File: config.mk
export PLATFORM = sky130hd
export DESIGN_NAME = signed_bcd_converter
export DESIGN_NICKNAME = d
export VERILOG_FILES = /design/src/rtl/signed_bcd_converter.sv
export SDC_FILE = /design/constraint.sdc
export NUM_CORES = 1
export LEC_CHECK = 0
export BUFFER_PORTS_ARGS = -buffer_cell sky130_fd_sc_hd__buf_2
export CAP_MARGIN = 20
export CORE_MARGIN = 2
export CORE_UTILIZATION = 61
export CTS_CLUSTER_SIZE = 28
export DETAILED_ROUTE_END_ITERATION = 8
export PLACE_DENSITY = 0.89
export SKIP_CTS_REPAIR_TIMING = 1
export SKIP_LAST_GASP = 1
export SYNTH_ARGS = -nofsm -noshare
export SYNTH_HDL_FRONTEND = slang
export SYNTH_SLANG_ARGS = --single-unit
File: constraint.sdc
create_clock -name clk -period 2.92 [get_ports clk]
set_input_delay 0.584 -clock clk [delete_from_list [all_inputs] [get_ports clk]]
set_output_delay 0.584 -clock clk [all_outputs]
set_load 0.02 [all_outputs]
File: src/rtl/signed_bcd_converter.sv
// Sign/magnitude to packed BCD converter using iterative double dabble,
// one magnitude bit per clock, with a start/busy/done handshake.
module signed_bcd_converter #(
  parameter int unsigned bits   = 8,
  parameter int unsigned digits = 3
) (
  input  logic                  clk,
  input  logic                  resetN,
  input  logic                  start,
  input  logic                  sign,
  input  logic [bits-1:0]       value,
  output logic                  busy,
  output logic                  done,
  output logic                  signOut,
  output logic [4*digits-1:0]   bcd
);

  localparam int unsigned BCD_W = 4 * digits;
  localparam int unsigned SH_W  = BCD_W + bits;
  localparam int unsigned CNT_W = $clog2(bits + 1);

  typedef enum logic {
    IDLE  = 1'b0,
    SHIFT = 1'b1
  } state_t;

  state_t              state, state_nxt;
  logic [CNT_W-1:0]    cnt, cnt_nxt;
  logic [SH_W-1:0]     sh, sh_nxt;
  logic                sgn, sgn_nxt;
  logic                nz, nz_nxt;
  logic                busy_nxt, done_nxt, sign_out_nxt;
  logic [BCD_W-1:0]    bcd_nxt;
  logic [BCD_W-1:0]    acc_adj;
  logic [SH_W-1:0]     sh_step;

  function automatic logic [3:0] adj_digit(input logic [3:0] d);
    return (d >= 4'd5) ? d + 4'd3 : d;
  endfunction

  // Add-3 correction on every accumulator digit before the shift
  always_comb begin
    acc_adj = '0;
    for (int i = 0; i < int'(digits); i++) begin
      acc_adj[4*i +: 4] = adj_digit(sh[bits + 4*i +: 4]);
    end
  end

  // Magnitude MSB moves into accumulator bit 0
  assign sh_step = {acc_adj[BCD_W-2:0], sh[bits-1:0], 1'b0};

  always_ff @(posedge clk or negedge resetN) begin
    if (!resetN) begin
      state   <= IDLE;
      cnt     <= '0;
      sh      <= '0;
      sgn     <= 1'b0;
      nz      <= 1'b0;
      busy    <= 1'b0;
      done    <= 1'b0;
      signOut <= 1'b0;
      bcd     <= '0;
    end else begin
      state   <= state_nxt;
      cnt     <= cnt_nxt;
      sh      <= sh_nxt;
      sgn     <= sgn_nxt;
      nz      <= nz_nxt;
      busy    <= busy_nxt;
      done    <= done_nxt;
      signOut <= sign_out_nxt;
      bcd     <= bcd_nxt;
    end
  end

  always_comb begin
    state_nxt    = state;
    cnt_nxt      = cnt;
    sh_nxt       = sh;
    sgn_nxt      = sgn;
    nz_nxt       = nz;
    busy_nxt     = busy;
    done_nxt     = 1'b0;
    sign_out_nxt = signOut;
    bcd_nxt      = bcd;
    case (state)
      IDLE: begin
        if (start) begin
          sh_nxt    = {BCD_W'(0), value};
          cnt_nxt   = CNT_W'(bits);
          sgn_nxt   = sign;
          nz_nxt    = |value;
          busy_nxt  = 1'b1;
          state_nxt = SHIFT;
        end
      end
      SHIFT: begin
        sh_nxt  = sh_step;
        cnt_nxt = cnt - CNT_W'(1);
        // Last shift: publish result; negative zero reports as positive
        if (cnt == CNT_W'(1)) begin
          bcd_nxt      = sh_step[SH_W-1 -: BCD_W];
          sign_out_nxt = sgn & nz;
          done_nxt     = 1'b1;
          busy_nxt     = 1'b0;
          state_nxt    = IDLE;
        end
      end
      default: state_nxt = IDLE;
    endcase
  end

endmodule

# Word level (Yosys, flattened, before mapping)
# Index checks and enable logic that the tools add are counted.
dict set report word_totals {
  reg_bits 42
  wordCells 40
  output_inout_bits 15
  inputBits 12
}
dict set report classes {
  n_mux 15
  bitwise_logic 2
  n_eq_ne 3
  reduce_logical 4
  n_lt_le_gt_ge 3
  n_addsub 4
}
# cell n
set op_table {}
lappend op_table {{one-hot mux 20 bit (2 select lines)} 1}
lappend op_table {{2-to-1 mux 20 bit} 1}
lappend op_table {{greater-or-equal comparator 4 x 3 -> 1 bit, second input constant} 3}
lappend op_table {{2-to-1 mux 4 bit} 3}
lappend op_table {{adder 4 x 2 -> 4 bit, second input constant} 2}
lappend op_table {{one-hot mux 4 bit (2 select lines)} 1}
lappend op_table {{OR reduction 8 bit} 1}
lappend op_table {{2-to-1 mux 1 bit} 6}
lappend op_table {{AND reduction 2 bit} 3}
lappend op_table {{equality test 4 x 1 -> 1 bit, second input constant} 1}
lappend op_table {{one-hot mux 1 bit (2 select lines)} 2}
lappend op_table {{subtractor 4 x 1 -> 4 bit, second input constant} 1}
lappend op_table {{adder 3 x 2 -> 3 bit, second input constant} 1}
lappend op_table {{2-to-1 mux 3 bit} 1}
lappend op_table {{inequality test 2 x 1 -> 1 bit, second input constant} 1}
lappend op_table {{inequality test 2 bit, second input constant} 1}
lappend op_table {{AND 1 bit} 1}
lappend op_table {{inverter 1 bit} 1}

# Logic depth before layout (Yosys ltp)
dict set report logic_depth {
  ltp_word 3
  depth_mapped 7
  depth_no_buf 6
}

# Worst setup path before layout
# Ideal clock, no wire load.
dict set report synth_path {
  path_kind {reg2reg}
  startpoint {reg sh[12]}
  endpoint {reg sh[14]}
  period_less_slack_ns 1.475
  setup_ns 0.079
  path_buffers 0
  path_slack_ns 1.445
  arrival_ns 1.395
  path_stages_with_launch 7
  required_ns 2.841
  path_cell_list {dfrtp_1 -> inv_1 -> ha_1 -> nand2b_1 -> a21oi_1 -> mux2_2 -> mux2i_1}
}
dict set report synth_between {
  elab_chain_cells 3
  elab_cells_between_ends 4
  cone_classes {1 x add/sub; 1 x order compare; 2 x mux}
}
# item line
set synth_rtl {}
lappend synth_rtl {{from (decl)} 29} ;# logic [SH_W-1:0] sh, sh_nxt;
lappend synth_rtl {{from (signal assigned)} 66} ;# sh <= sh_nxt;
lappend synth_rtl {{adder 4 x 2 -> 4 bit or greater-or-equal comparator 4 x 3 -> 1 bit (tied branches)} 38} ;# return (d >= 4'd5) ? d + 4'd3 : d;
lappend synth_rtl {{2-to-1 mux 4 bit *} 38}
lappend synth_rtl {{one-hot mux 20 bit (2 select lines) *} 86} ;# case (state)
# Mark *: on every way between the ends. The rest lies on a longest branch, timed or not.
# A chain may end at the register's enable or synchronous reset.

# Worst setup path after layout
dict set report layout_path {
  startpoint {reg state}
  endpoint {reg bcd[10]}
}
dict set report layout_between {
  elab_chain_cells 1
}
# item line
set layout_rtl {}
lappend layout_rtl {{from (decl)} 27} ;# state_t state, state_nxt;
lappend layout_rtl {{from (signal assigned)} 64} ;# state <= state_nxt;
lappend layout_rtl {{AND reduction 2 bit (no source line)} n/a}
lappend layout_rtl {{to (signal assigned)} 72} ;# bcd <= bcd_nxt;
lappend layout_rtl {{to (decl)} 15} ;# output logic [4*digits-1:0] bcd
# Every way passes these cells.

==> flow_summary.json <==
{
  "outcome": "completed",
  "wl_met2_mm": 1.872,
  "startpoint_type": "flip-flop",
  "skew_ns": 0.01230,
  "synthTopCellsByArea": "dfrtp_1 52%, mux2i_1 8.5%, ha_1 5.0%",
  "diodes": 0,
  "antenna_left": 0,
  "synth_common_cells": "42 x dfrtp_1, 24 x nand2_1, 17 x mux2i_1, 16 x o21ai_0, 13 x nand2b_1",
  "slowest_delay_ns": 0.86,
  "max_slew_margin_pct": 40.51,
  "final_layout_size_suffix_gt1_share_pct": 20.47,
  "cts_tree": "built",
  "p_leak_nw": 1.125,
  "clkTransAtPathRegs_ns": 0.11,
  "gp_congestion": 0.7747,
  "r2r_start": "state",
  "grt_pass1_vias": 1418,
  "drv_slew": 0,
  "ir_worst_vdd_mv": 0.5351,
  "worstMarginPinSlew_ns": 0.8923,
  "cp-startpoint": "state",
  "ys_async_sr_fraction_pct": 100.0,
  "max-cap-violations": 0,
  "area_delta_synth_final_pct": 10.53,
  "synth_cell_type_count": 30,
  "fp.dieH_um": 61.38,
  "vias_per_cell": 5.425,
  "clock-sinks": 42,
  "synth_top_area_share_pct": 52.34,
  "cts.htree.levels": 2,
  "period_minus_slack_ns": 1.741,
  "initial_utilization_pct": 64.72,
  "finalSetupViolations": 0,
  "via_count": 1405,
  "hold_viol_final": 0,
  "die_area_um2": 3767,
  "critPathSlowestCell": "dfrtp_1",
  "ys_seq_elements": 42,
  "yosysMostFrequentCell": "dfrtp_1",
  "critPathKind": "flip-flop to flip-flop",
  "core-area_um2": 3103,
  "wire_per_inst_um": 13.69,
  "port_buffers": 26,
  "fin_tns_setup_ns": 0,
  "yosysSeqAreaShare_pct": 52.34,
  "yosysWarnings": 0,
  "syn_area_per_cell_um2": 10.74,
  "grt_antenna_before_repair": 0,
  "top_layer_used": "met4",
  "period_share_pct": 59.63,
  "arrival_ns": 1.98,
  "fillerInstances": 261,
  "synth_area_leader_cell": "dfrtp_1",
  "hold_ws_ns": 0.3561,
  "drtIter0Drc": 79,
  "layout.nets": 234,
  "required_ns": 3.15,
  "netlist_area_um2": 2008,
  "path_cells": "nand4bb_1, inv_2, mux2_2",
  "grt_usage_pct": 22.44,
  "drc": 0,
  "rows": 20,
  "die_w_um": 61.38,
  "crit_fanout": 20,
  "clock_path_buffers": 2,
  "dpl.hpwl_mm": 2.618,
  "synth_edf_count": 0,
  "grt-ovfl-total": 0,
  "hold_path.class": "input port to async pin",
  "grt_first_pass_wirelength_mm": 6.134,
  "power_density_nw_per_um2": 1107,
  "end_kind": "flip-flop",
  "m1WireLength_mm": 1.493,
  "grt_setup_unrepaired": "no",
  "grt_max_degree": 43,
  "syn-num-nets": 207,
  "worstSkewPairLatency_ns": 0.33,
  "dr_wl_met3_um": 141,
  "io_pins": 27,
  "fmax_ghz": 0.5743,
  "netlist_instances": 187,
  "ys.flop_type": "dfrtp_1",
  "numCtsBuffers": 5,
  "totalWireLength_mm": 3.547,
  "first_pass_iters": 4,
  "cts-root-buf": "clkbuf_4"
}
stage by stage:
stage / power (mW) / std cells / cell area [µm²] / setup WS, ns / utilization (%)
after CTS: 2.489 / 259 / 2220 / 1.195 / 71.53
after global routing: 2.680 / 259 / 2220 / 1.078 / 71.53
after floorplan: 1.893 / 187 / 2008 / 1.445 / -
final: 2.458 / 259 / 2220 / 1.179 / 71.53
after global placement: 2.108 / 251 / 2160 / 1.172 / 69.60
after detailed placement: 2.193 / 251 / 2160 / 1.098 / 69.60
worst max-delay path: cells and delay by family, from the launching register on:
family	cells	cell delay, ns
flip-flops	1	0.86
buffers and inverters	1	0.20
AND/OR/NAND/NOR	1	0.23
multiplexers	1	0.35
area by class of cell:
| cell class | instances | area, µm² | area share [%] |
|---|---|---|---|
| clock buffers | 7 | 55.05 | 2.480 |
| inverters | 9 | 33.78 | 1.522 |
| repair buffers | 28 | 145.1 | 6.539 |
| multi-input cells | 128 | 874.6 | 39.40 |
| clock inverters | 1 | 5.005 | 0.2255 |
| flip-flops and latches | 42 | 1051 | 47.35 |
| well taps | 44 | 55.05 | 2.480 |
per-layer routing:
layer  up-vias  track usage [%]
met3         4            4.202
li1        690                -
met5         -                0
met4         0            10.64
met2        36            38.30
met1       675            27.55
kinds of logic after synthesis:
family,count (synthesis),synth area share [%]
buf+inv,17,4.112
simple gates,57,14.27
compound gates,36,10.65
fa+ha+maj,8,4.985
mux,22,11.46
xor+xnor,5,2.181
flops,42,52.34
layout by cell type, fill, tap and decap left out:
| cell | synthesis | routed |
|---|---|---|
| nor2_1 | 6 | 6 |
| clkbuf_4 | 0 | 5 |
| mux2_4 | 1 | 1 |
| dfrtp_1 | 42 | 42 |
| mux2_2 | 4 | 4 |
| nor3_1 | 4 | 4 |
| a21oi_1 | 6 | 6 |
| a21oi_2 | 2 | 2 |
| a31oi_1 | 2 | 2 |
| o21ai_1 | 2 | 2 |
| nand2_1 | 24 | 24 |
| clkinv_2 | 0 | 1 |
| clkbuf_8 | 0 | 1 |
| a21o_1 | 4 | 4 |
| xor2_1 | 1 | 1 |
| nand4bb_1 | 1 | 1 |
| nand3_1 | 1 | 1 |
| ha_1 | 8 | 8 |
| nor2b_1 | 1 | 1 |
| o31ai_1 | 2 | 2 |
| xnor2_1 | 4 | 4 |
| a21o_2 | 1 | 1 |
| o21ai_0 | 16 | 16 |
| nand2b_1 | 13 | 13 |
| buf_4 | 1 | 2 |
| mux2i_1 | 17 | 17 |
| a32o_1 | 1 | 1 |
| clkbuf_1 | 0 | 1 |
| inv_1 | 8 | 8 |
| nor4_1 | 2 | 2 |
| buf_2 | 6 | 26 |
| inv_2 | 1 | 1 |
| nor3b_1 | 5 | 5 |
registers in the layout (all words and copies together) (netlist names):
| name | count |
|---|---|
| sh | 20 |
| bcd | 12 |
| cnt | 4 |
| busy | 1 |
| done | 1 |
| nz | 1 |
| sgn | 1 |
| signOut | 1 |
| state | 1 |
path summary, 6_finish.rpt:
check / end / slack (ns) / cells after the start
worst max-delay path: bcd[10] / 1.18 / 3
worst min-delay path: done / 0.36 / 1
worst max register to register: bcd[10] / 1.18 / 3
worst min register to register: bcd[5] / 0.49 / 2
max in group asynchronous: cnt[3] / 2.00 / 1
min in group clk: bcd[5] / 0.49 / 2
report_power, final:
part	internal [mW]	switching, mW
registers	0.843	0.215
logic	0.504	0.609
clock network	0.117	0.169
total	1.46	0.994
Power figures use the tool's default switching activity.
